$ cat config.mk
export PLATFORM = sky130hd
export DESIGN_NAME = hazard_ctrl
export DESIGN_NICKNAME = d
export VERILOG_FILES = /design/src/rtl/hazard_ctrl.sv
export SDC_FILE = /design/constraint.sdc
export NUM_CORES = 1
export LEC_CHECK = 0
export CORE_ASPECT_RATIO = 1.5
export CORE_UTILIZATION = 37
export CTS_BUF_LIST = sky130_fd_sc_hd__clkbuf_8
export DETAILED_ROUTE_END_ITERATION = 8
export PLACE_DENSITY_LB_ADDON = 0.1
export SLEW_MARGIN = 0
export SYNTH_ARGS = -nofsm -noshare
export SYNTH_HDL_FRONTEND = slang
export SYNTH_SLANG_ARGS = --single-unit
export TNS_END_PERCENT = 50
$ cat constraint.sdc
create_clock -name CLK -period 5.1 [get_ports CLK]
set_clock_uncertainty 0.15 [all_clocks]
set_input_delay 0.51 -clock CLK [delete_from_list [all_inputs] [get_ports CLK]]
set_output_delay 0.51 -clock CLK [all_outputs]
set_load 0.005 [all_outputs]
$ cat src/rtl/hazard_ctrl.sv
// Hazard/interrupt controller: load-use and RAM2 stalls, branch check, sync interrupt entry.
// HAZARD_PERF_EN adds saturating stall/mispredict counters; otherwise they read 0.
module hazard_ctrl #(
  parameter int REG_AW     = 4,
  parameter int NSRC       = 2,
  parameter int LOAD_STALL = 1,
  parameter int PC_W       = 16,
  parameter int CNT_W      = 16
) (
  input  logic                   CLK,
  input  logic                   RST,
  input  logic                   int_req_i,
  input  logic                   ram2_conflict_i,
  input  logic                   ex_memread_i,
  input  logic                   ex_regwrite_i,
  input  logic [REG_AW-1:0]      ex_regdst_i,
  input  logic [NSRC*REG_AW-1:0] id_regsrc_i,
  input  logic [NSRC-1:0]        id_srcvalid_i,
  input  logic                   isjump_i,
  input  logic                   isbranch_i,
  input  logic                   ifbranch_i,
  input  logic                   prediction_i,
  input  logic [PC_W-1:0]        epc_i,
  output logic [PC_W-1:0]        epc_o,
  output logic                   int_taken_o,
  output logic                   stall_pc_o,
  output logic                   stall_if_o,
  output logic                   flush_if_o,
  output logic                   flush_id_o,
  output logic                   flush_ex_o,
  output logic                   jr_o,
  output logic                   prewrong_o,
  output logic                   precorrc_o,
  output logic [CNT_W-1:0]       stall_cnt_o,
  output logic [CNT_W-1:0]       mispred_cnt_o
);

  localparam int CNT_LW = (LOAD_STALL > 1) ? $clog2(LOAD_STALL) : 1;
  localparam logic [CNT_LW-1:0] LS_INIT = CNT_LW'(LOAD_STALL - 1);

  typedef enum logic [1:0] {
    S_RUN,
    S_LDSTALL,
    S_INT
  } state_t;

  state_t            state_q, state_d;
  logic [CNT_LW-1:0] cnt_q, cnt_d;
  logic              pend_q, pend_d;
  logic [PC_W-1:0]   epc_q, epc_d;
  logic              lu_hit;
  logic              ld_stall;

  always_comb begin
    lu_hit = 1'b0;
    for (int k = 0; k < NSRC; k++) begin
      if (id_srcvalid_i[k] &&
          id_regsrc_i[k*REG_AW +: REG_AW] == ex_regdst_i)
        lu_hit = 1'b1;
    end
    lu_hit = lu_hit & ex_memread_i & ex_regwrite_i;
  end

  always_comb begin
    state_d     = state_q;
    cnt_d       = cnt_q;
    pend_d      = pend_q | int_req_i;
    epc_d       = epc_q;
    ld_stall    = 1'b0;
    int_taken_o = 1'b0;
    stall_pc_o  = 1'b0;
    stall_if_o  = 1'b0;
    flush_if_o  = 1'b0;
    flush_id_o  = 1'b0;
    flush_ex_o  = 1'b0;
    jr_o        = 1'b0;
    prewrong_o  = 1'b0;
    precorrc_o  = 1'b0;
    unique case (state_q)
      S_INT: begin
        int_taken_o = 1'b1;
        flush_if_o  = 1'b1;
        flush_id_o  = 1'b1;
        flush_ex_o  = 1'b1;
        state_d     = S_RUN;
      end
      S_LDSTALL: begin
        ld_stall = 1'b1;
        if (cnt_q == CNT_LW'(1)) state_d = S_RUN;
        else cnt_d = cnt_q - 1'b1;
      end
      default: begin
        ld_stall = lu_hit;
        if (lu_hit && LOAD_STALL > 1) begin
          state_d = S_LDSTALL;
          cnt_d   = LS_INIT;
        end
      end
    endcase
    if (state_q != S_INT) begin
      // RAM2 owns the fetch port: drop the fetched word instead of holding it
      stall_pc_o = ld_stall | ram2_conflict_i;
      stall_if_o = ld_stall & ~ram2_conflict_i;
      flush_id_o = ld_stall;
      jr_o       = isjump_i & ~stall_pc_o;
      prewrong_o = isbranch_i & (prediction_i ^ ifbranch_i) & ~stall_pc_o;
      precorrc_o = isbranch_i & ~(prediction_i ^ ifbranch_i) & ~stall_pc_o;
      flush_if_o = ram2_conflict_i | prewrong_o | jr_o;
      if (state_q == S_RUN && pend_q && !stall_pc_o) begin
        state_d = S_INT;
        pend_d  = 1'b0;
        epc_d   = epc_i;
      end
    end
  end

  always_ff @(posedge CLK or posedge RST) begin
    if (RST) begin
      state_q <= S_RUN;
      cnt_q   <= '0;
      pend_q  <= 1'b0;
      epc_q   <= '0;
    end else begin
      state_q <= state_d;
      cnt_q   <= cnt_d;
      pend_q  <= pend_d;
      epc_q   <= epc_d;
    end
  end

  assign epc_o = epc_q;

`ifdef HAZARD_PERF_EN
  logic [CNT_W-1:0] scnt_q, mcnt_q;

  always_ff @(posedge CLK or posedge RST) begin
    if (RST) begin
      scnt_q <= '0;
      mcnt_q <= '0;
    end else begin
      if (stall_pc_o && !(&scnt_q)) scnt_q <= scnt_q + 1'b1;
      if (prewrong_o && !(&mcnt_q)) mcnt_q <= mcnt_q + 1'b1;
    end
  end

  assign stall_cnt_o   = scnt_q;
  assign mispred_cnt_o = mcnt_q;
`else
  assign stall_cnt_o   = '0;
  assign mispred_cnt_o = '0;
`endif

endmodule

### Yosys cells after proc, flatten, opt, wreduce, memory -nomap -nowiden

Cells that the tools add are included.

* input bits: 40
* word-level logic and storage cells: 51
* register bits after elaboration: 20

* $add $sub $neg: 1
* bitwise logic cells: 16
* mux-type cells: 18
* reductions and logical operators: 7
* equality and inequality tests: 5

Operators by type and width (count)
* 2-to-1 mux 1 bit: 13
* bitwise AND 1 bit: 8
* equality test 4 bit: 2
* 2-to-1 mux 2 bit: 3
* logical AND 1 bit: 4
* bitwise OR 1 bit: 4
* case mux 2 bit (2 select lines): 1
* NOT 1 bit: 3
* equality test 2 x 1 -> 1 bit, second input constant: 1
* equality test 2 bit, second input constant: 1
* logical NOT 2 bit: 1
* inequality test 2 bit, second input constant: 1
* case mux 1 bit (2 select lines): 1
* AND reduction 2 bit: 1
* logical NOT 1 bit: 1
* subtractor 1 bit, second input constant: 1
* bitwise XOR 1 bit: 1

### Depth between registers and ports, before layout

Gate-level depths: netlist (run 1).

* depth after elaboration: 13
* gate-level depth with buffers: 8
* depth with buffers taken out: 7

### Least setup slack after synthesis (run 1)

Ideal clock, no wire load.

* path kind: register -> register
* from: register state_q[0]
* to: register epc_q[10], in the netlist epc_o[10]
* setup time: 0.125 ns
* slack: 2.689 ns
* path buffers: 1
* stages on the path, launching flop included: 8
* arrival time: 2.136 ns
* required time: 4.825 ns
* cell sequence: dfrtp_1 > inv_1 > ha_1 > and3b_1 > and3_4 > nor4b_4 > buf_6 > mux2_2

* word-level cells in the longest chain between the ends: 6

Ends and longest elaborated chain
* start, declared: RTL line 47 `state_t state_q, state_d;`
* start signal, assigned: RTL line 124 `state_q <= state_d;`
* equality test 2 x 1 -> 1 bit / equality test 2 bit (equally long branches): RTL line 79 `unique case (state_q)`
* case mux 1 bit (2 select lines): RTL line 79
* bitwise OR 1 bit: RTL line 102 `stall_pc_o = ld_stall | ram2_conflict_i;`
* logical NOT 1 bit: RTL line 109 `if (state_q == S_RUN && pend_q && !stall_pc_o) begin`
* logical AND 1 bit: RTL line 109
* AND reduction 2 bit (no line) (*)
* end signal, assigned: RTL line 127 `epc_q <= epc_d;`
* end, declared: RTL line 50 `logic [PC_W-1:0] epc_q, epc_d;`

Mark *: on every way between the ends. The rest lies on a longest branch, timed or not.
A chain may end at the register's enable or synchronous reset.

### Worst setup path in the final report (run 1)

* from: register state_q[0]
* to: output jr_o

* word-level cells in the longest chain between the ends: 6

Ends and longest elaborated chain
* equality test 2 x 1 -> 1 bit / equality test 2 bit (equally long branches): RTL line 79
* case mux 1 bit (2 select lines): RTL line 79
* bitwise OR 1 bit: RTL line 102
* NOT 1 bit: RTL line 105 `jr_o = isjump_i & ~stall_pc_o;`
* bitwise AND 1 bit: RTL line 105
* 2-to-1 mux 1 bit (*): RTL line 100 `if (state_q != S_INT) begin`
* end, declared: RTL line 31 `output logic jr_o,`

Marked as above.

==> results.md, run 1 <==
- Ordered list of cells on the worst path: inv_1 -> ha_1 -> and3b_1 -> and3_4 -> nor3b_1 -> and3_1 -> clkdlybuf4s50_1
- Logic pwr share: 49.7%
- Pint: 0.5281 mW
- GRT Total Usage: 14.60%
- Mapped Cells: 116
- Mapped Area: 1272 µm²
- Clock-pin slew on the worst setup and hold paths: 0.07 ns
- Drt pass-1 iters: 3
- Max FO, Critical Path: 5
- Register share of total power: 37.0%
- Setup_tns: 0 ns
- Final wirelength: 2660 µm
- Largest family of logic cells by synthesized area: buffers and inverters
- Final Setup Violations: 0
- # IOs: 97
- DRC: 0
- Clock power share: 13.4%
- Die height: 73.83 µm
- Hpwl dp: 2197 µm
- VDD IR max: 0.0003077 V
- Cts bufs inserted: 3
- GRT overflow: 0
- Worst min path class: reg -> reg
- Pin count of the biggest net entering global routing: 21
- Synth Warn #: 0
- Vias per std cell: 4.318
- Nets: 226
- Layout area overhead: 46.31%
- Layout cell share with drive strength beyond 1: 13.33%
- Psw: 0.1955 mW
- Simple-gate share of the synthesized area: 11.41%
- CTS max path bufs: 2
- Adder-Cell Fraction of Synth Area: 3.933%
- Critical path endpoint category: output pin
- Dpl cell area: 1821 µm²
- Finished Cell Area: 1862 µm²
- Maxcap violations: 0
- Post-layout minimum cycle time: 3.315 ns
- Syn Area/Cell: 10.97 µm²
- Nature of the critical path startpoint: flip-flop
- PwrDens: 388.7 nW/µm²
- Slowest stage cell, crit path: clkdlybuf4s50_1
- Worst-Skew Late Latency: 0.25 ns
- Site row count: 25
- Relative slew slack: 27.82%
- CTS tree: done
- Iter 0 DRT Violations: 17
- CTS resizes: 0
- CTS root buf: clkbuf_8
- H-tree depth: 1
- Unrepaired setup endpoints after global routing: false
- Buffers added on ports: 64
- Post-route ant nets: 0
- Vias: 950
- Sw Share: 27.02%
- Clk sinks: 20
- Final Slew Violations: 0
- CP required: 4.44 ns
- Initial antenna violation count: 0
- CTS Hold Buffers Added: 0
- Synth Area in XOR/XNOR: 6.195%
- Final period util: 65.00%
- Fmax: 301.7 MHz
- WL/cell: 12.09 µm
- Compound-cell area share of the yosys netlist: 2.852%
- Total power: 0.7236 mW
- Final Hold Vio Count: 0
- Outcome: finished, final reports clean
- CP peak stage delay: 0.49 ns
- Antenna diode count: 0
- Initial Util: 39.50%
- Least-Margin Pin Slew: 1.078 ns
- Postcts setup bufs: 0
- Yosys cell types: 27
- First-pass GRT wire length: 4119 µm
- Crit Path Class: reg -> out
- Core area: 3222 µm²
- Die X: 49.88 µm
- Multiplexer share of the synthesized area: 14.16%
- Pleak: 0.8332 nW
- Gpl congestion: 0.6987
- Worst hold margin: 0.3209 ns
- Post-synthesis sequential area ratio: 39.33%
- Synthesis-stage register bit count: 20
- FILL cells: 301
- Number of global-route vias before repair: 955
- Critical path data arrival time: 2.66 ns
- DIE AREA: 3682 µm²
[power groups by stage]
stage               clock [mW]  combinational (mW)  sequential, mW
floorplan                    0               0.170           0.273
global placement             0               0.359           0.266
detailed placement           0               0.364           0.272
CTS                      0.102               0.366           0.270
global route             0.108               0.392           0.277
finish                  0.0968               0.359           0.268
[cell usage in the layout (no fill, tap or decap), types with 2 or more instances in the layout]
cell type | netlist | final
xnor2_1 | 4 | 4
xor2_1 | 5 | 5
nand3_1 | 2 | 2
ha_1 | 4 | 4
clkbuf_8 | 0 | 3
or2_2 | 3 | 3
nor3b_1 | 2 | 2
nor2_1 | 4 | 4
nor3_1 | 2 | 2
nand2_1 | 2 | 2
clkdlybuf4s50_1 | 0 | 64
dfrtp_1 | 20 | 20
conb_1 | 1 | 32
mux2_2 | 16 | 16
inv_1 | 5 | 5
[worst paths after layout]
path | slack [ns] | end | depth (start not counted) | startpoint
min in group asynchronous | 0.54 | epc_o[7] | 2 | RST
min | 0.32 | cnt_q | 1 | cnt_q
max in group asynchronous | 3.78 | epc_o[13] | 2 | RST
max | 1.78 | jr_o | 7 | state_q[0]
min reg2reg | 0.32 | cnt_q | 1 | cnt_q
max reg2reg | 2.23 | epc_o[13] | 6 | state_q[0]
[logic make-up after synthesis]
group	count (synthesis)
AOI/OAI and AO/OA	5
buffers and inverters	39
adders and majority gates	4
and+or+nand+nor	22
other	1
xor gates and xnor gates	9
DFF	20
muxes	16
[metrics by stage]
| stage | setup WS [ns] | util (%) | cells |
|---|---|---|---|
| CTS | 1.771 | 57.79 | 220 |
| global placement | 1.865 | 56.50 | 217 |
| detailed placement | 1.834 | 56.50 | 217 |
| global route | 1.637 | 57.79 | 220 |
| floorplan | 2.689 | - | 147 |
| finish | 1.785 | 57.79 | 220 |
[registers in the layout, indices dropped and copies added (netlist names)]
signal / count
cnt_q: 1
state_q: 2
pend_q: 1
epc_o: 16
[area by class of cell]
type                            count  area, µm²  share of cell area, %
Multi-Input combinational cell     88      610.6                  32.80
Sequential cell                    20      500.5                  26.88
Tap cell                           40      50.05                  2.688
Inverter                            5      18.77                  1.008
Clock buffer                        3      41.29                  2.218
Timing Repair Buffer               64      640.6                  34.41
[worst max-delay path, delay by kind of cell, from the launching register on]
kind,cells,cell delay [ns]
buffers and inverters,2,0.57
flip-flops,1,0.40
adder cells (fa/ha/maj),1,0.34
AND/OR/NAND/NOR,4,1.09
[cell usage after synthesis (all sizes together)]
cell type,count,area [µm²]
conb,1,3.750
nor3,2,10.01
or2,3,18.77
o311a,1,10.01
a211o,1,8.760
nand2,2,7.510
nor3b,2,15.01
nor4b,1,23.77
nand4,1,6.260
a21o,1,7.510
o21ai,1,5.000
nor4,1,6.260
dfrtp,20,500.5
inv,5,18.77
buf,34,259.0
and3,2,17.52
mux2,16,180.2
xor2,5,43.79
nand2b,1,6.260
a21oi,1,5.000
xnor2,4,35.03
and3b,1,8.760
nor2,4,15.01
ha,4,50.05
nand3,2,10.01
[metal layers]
metal	track usage (%)	vias to the layer above	routed length, µm
met3	4.762	2	252
met2	28.23	56	1430
li1	-	448	-
met1	14.66	444	970
met5	0	-	0
met4	3.810	0	7
Note: power is estimated with default switching activity, not from simulation.
==> run 2: changes to the inputs <==
CORE_UTILIZATION = 31   (was 37)
clock period = 2.7 ns   (was 5.1 ns; I/O delays follow)
==> results.md, run 2 (synthesis results as in run 1) <==
- Outcome: finished, final reports clean (unchanged)
- Relative slew slack: 49.68% (was 27.82%)
- CP required: 2.28 ns (was 4.44 ns)
- CTS root buf: clkbuf_8 (unchanged)
- Worst R2R End: epc_o[7] (was epc_o[13])
- Core area: 3924 µm² (was 3222 µm²)
- WL/cell: 12.12 µm (was 12.09 µm)
- Pin count of the biggest net entering global routing: 21 (unchanged)
- Iter 0 DRT Violations: 7 (was 17)
- Critical R2R Launch: state_q[1] (was state_q[0])
- GRT Total Usage: 13.81% (was 14.60%)
- VDD IR max: 0.0005466 V (was 0.0003077 V)
- Max FO, Critical Path: 3 (was 5)
- Most frequent cells in the layout: clkdlybuf4s50_1, conb_1, dfrtp_1, mux2_2, buf_4 (was clkdlybuf4s50_1, conb_1, dfrtp_1, mux2_2)
- Initial antenna violation count: 0 (unchanged)
- Pleak: 0.9563 nW (was 0.8332 nW)
- CTS tree: done (unchanged)
- Die X: 54.31 µm (was 49.88 µm)
- Layout area overhead: 57.82% (was 46.31%)
- Slowest stage cell, crit path: dfrtp_1 (was clkdlybuf4s50_1)
- GRT overflow: 0 (unchanged)
- Maxcap violations: 0 (unchanged)
- Cts bufs inserted: 3 (unchanged)
- Critical path data arrival time: 2.12 ns (was 2.66 ns)
- Nature of the critical path startpoint: flip-flop (unchanged)
- R2R Setup Slk: 0.35 ns (was 2.23 ns)
- Drt pass-1 iters: 3 (unchanged)
- Commonest non-fill, non-tap cell in the layout: clkdlybuf4s50_1 (unchanged)
- Worst hold margin: 0.2876 ns (was 0.3209 ns)
- Layout cell share with drive strength beyond 1: 20.11% (was 13.33%)
- Vias per std cell: 4.184 (was 4.318)
- Gpl congestion: 0.7105 (was 0.6987)
- H-tree depth: 1 (unchanged)
- Dpl ws: -0.03382 ns (was 1.834 ns)
- Crit Path Class: reg -> out (unchanged)
- Number of global-route vias before repair: 1025 (was 955)
- Max reg flops: 16 (unchanged)
- Final period util: 94.24%
- Unrepaired setup endpoints after global routing: false (unchanged)
- Clock-pin slew on the worst setup and hold paths: 0.08 ns (was 0.07 ns)
- Reg2reg path depth: 8 (was 6)
- Vias: 979 (was 950)
- Least-Margin Pin Slew: 0.7540 ns (was 1.078 ns)
- Final Setup Violations: 0 (unchanged)
- Hpwl dp: 2267 µm (was 2197 µm)
- Worst min path class: in -> async (was reg -> reg)
- Nets: 234 (was 226)
- Final core occ: 51.18% (was 57.79%)
- Setup_tns: 0 ns (unchanged)
- Post-route ant nets: 0 (unchanged)
- Final Slew Violations: 0 (unchanged)
- Total power: 1.543 mW (was 0.7236 mW)
- CP top delay family: simple AND/OR/NAND/NOR gates (unchanged)
- Worst path buffer plus inverter count: 2 (unchanged)
- Die height: 80.47 µm (was 73.83 µm)
- # IOs: 97 (unchanged)
- FILL cells: 384 (was 301)
- Worst-Skew Late Latency: 0.26 ns (was 0.25 ns)
- Site row count: 28 (was 25)
- Worst Setup SP: state_q[1] (was state_q[0])
- Fmax: 393.0 MHz
- Final setup margin: 0.1554 ns (was 1.785 ns)
- Clk sinks: 20 (unchanged)
- Final Hold Vio Count: 0 (unchanged)
- Ordered list of cells on the worst path: inv_2 -> ha_4 -> and3b_1 -> and3_4 -> or2_2 -> nor3b_1 -> dlygate4sd2_1 (was inv_1 -> ha_1 -> and3b_1 -> and3_4 -> nor3b_1 -> and3_1 -> clkdlybuf4s50_1)
- Initial Util: 32.43% (was 39.50%)
- Final wirelength: 2835 µm (was 2660 µm)
- Post-layout minimum cycle time: 2.545 ns
- Buffers added on ports: 64 (unchanged)
- PwrDens: 768.2 nW/µm² (was 388.7 nW/µm²)
- Critical path endpoint category: output pin (unchanged)
- Antenna diode count: 0 (unchanged)
- CP peak stage delay: 0.37 ns (was 0.49 ns)
- First-pass GRT wire length: 4422 µm (was 4119 µm)
- DRC: 0 (unchanged)
- CTS max path bufs: 2 (unchanged)
- DIE AREA: 4370 µm² (was 3682 µm²)
## run 2: cell count changes in the layout (fill, tap and decap cells not counted), moves of 2 or more
cell / before / now
buf_4: 0 / 7
clkdlybuf4s50_1: 64 / 57
dlygate4sd2_1: 0 / 3
dlymetal6s2s_1: 0 / 4
inv_1: 5 / 3
inv_2: 0 / 2
## run 2: through the flow
step / std cells / area, µm²
after floorplan: 147 / 1389
after global placement: 228 / 1884
after detailed placement: 228 / 1884
after CTS: 233 / 1986
after global routing: 234 / 2008
final: 234 / 2008
## run 2: final cells by class
| class | count | area (µm²) | share of cell area, % |
|---|---|---|---|
| sequential | 20 | 500.5 | 24.92 |
| multi-input combinational | 88 | 641.9 | 31.96 |
| timing repair buffer | 72 | 719.4 | 35.83 |
| inverter | 5 | 18.77 | 0.9346 |
| tap | 45 | 56.30 | 2.804 |
| clock buffer | 3 | 41.29 | 2.056 |
| clock inverter | 1 | 30.03 | 1.495 |
## run 2: power by group
part	internal (mW)	total, mW	switching (mW)	leakage, nW
Sequential	0.436	0.505	0.0692	0.240
Combinational	0.503	0.741	0.238	0.681
Clock	0.198	0.296	0.0982	0.0357
Total	1.14	1.54	0.406	0.956
## run 2: worst reg2reg max path, delay by kind of cell (launching register included)
family / cells / cell delay (ns)
buffers and inverters: 3 / 0.45
DFF: 1 / 0.39
muxes: 1 / 0.34
and+or+nand+nor: 3 / 0.65
adders and majority gates: 1 / 0.24
## run 2: per-layer routing
layer / vias up / share of wire, % / track usage (%)
met2: 56 / 57 / 25.98
li1: 466 / - / -
met5: - / 0 / 0
met3: 6 / 8.1 / 2.841
met1: 451 / 33 / 14.19
met4: 0 / 1.7 / 4.615
## run 2: repair_timing
item | 4_1_cts | 5_1_grt
pin swaps | 0 | 3
hold buffers | 0 | 0
gates resized for setup | 8 | 6
setup endpoints to repair | 7 | 4
setup buffers | 1 | 1
## run 2: worst max path at each step
| stage | to | cells past startpoint |
|---|---|---|
| final | prewrong_o | 7 |
| after global routing | prewrong_o | 7 |
| after CTS | stall_pc_o | 9 |
| after detailed placement | stall_pc_o | 8 |
| after global placement | stall_if_o | 8 |
| after floorplan | epc_o[10] | 7 |
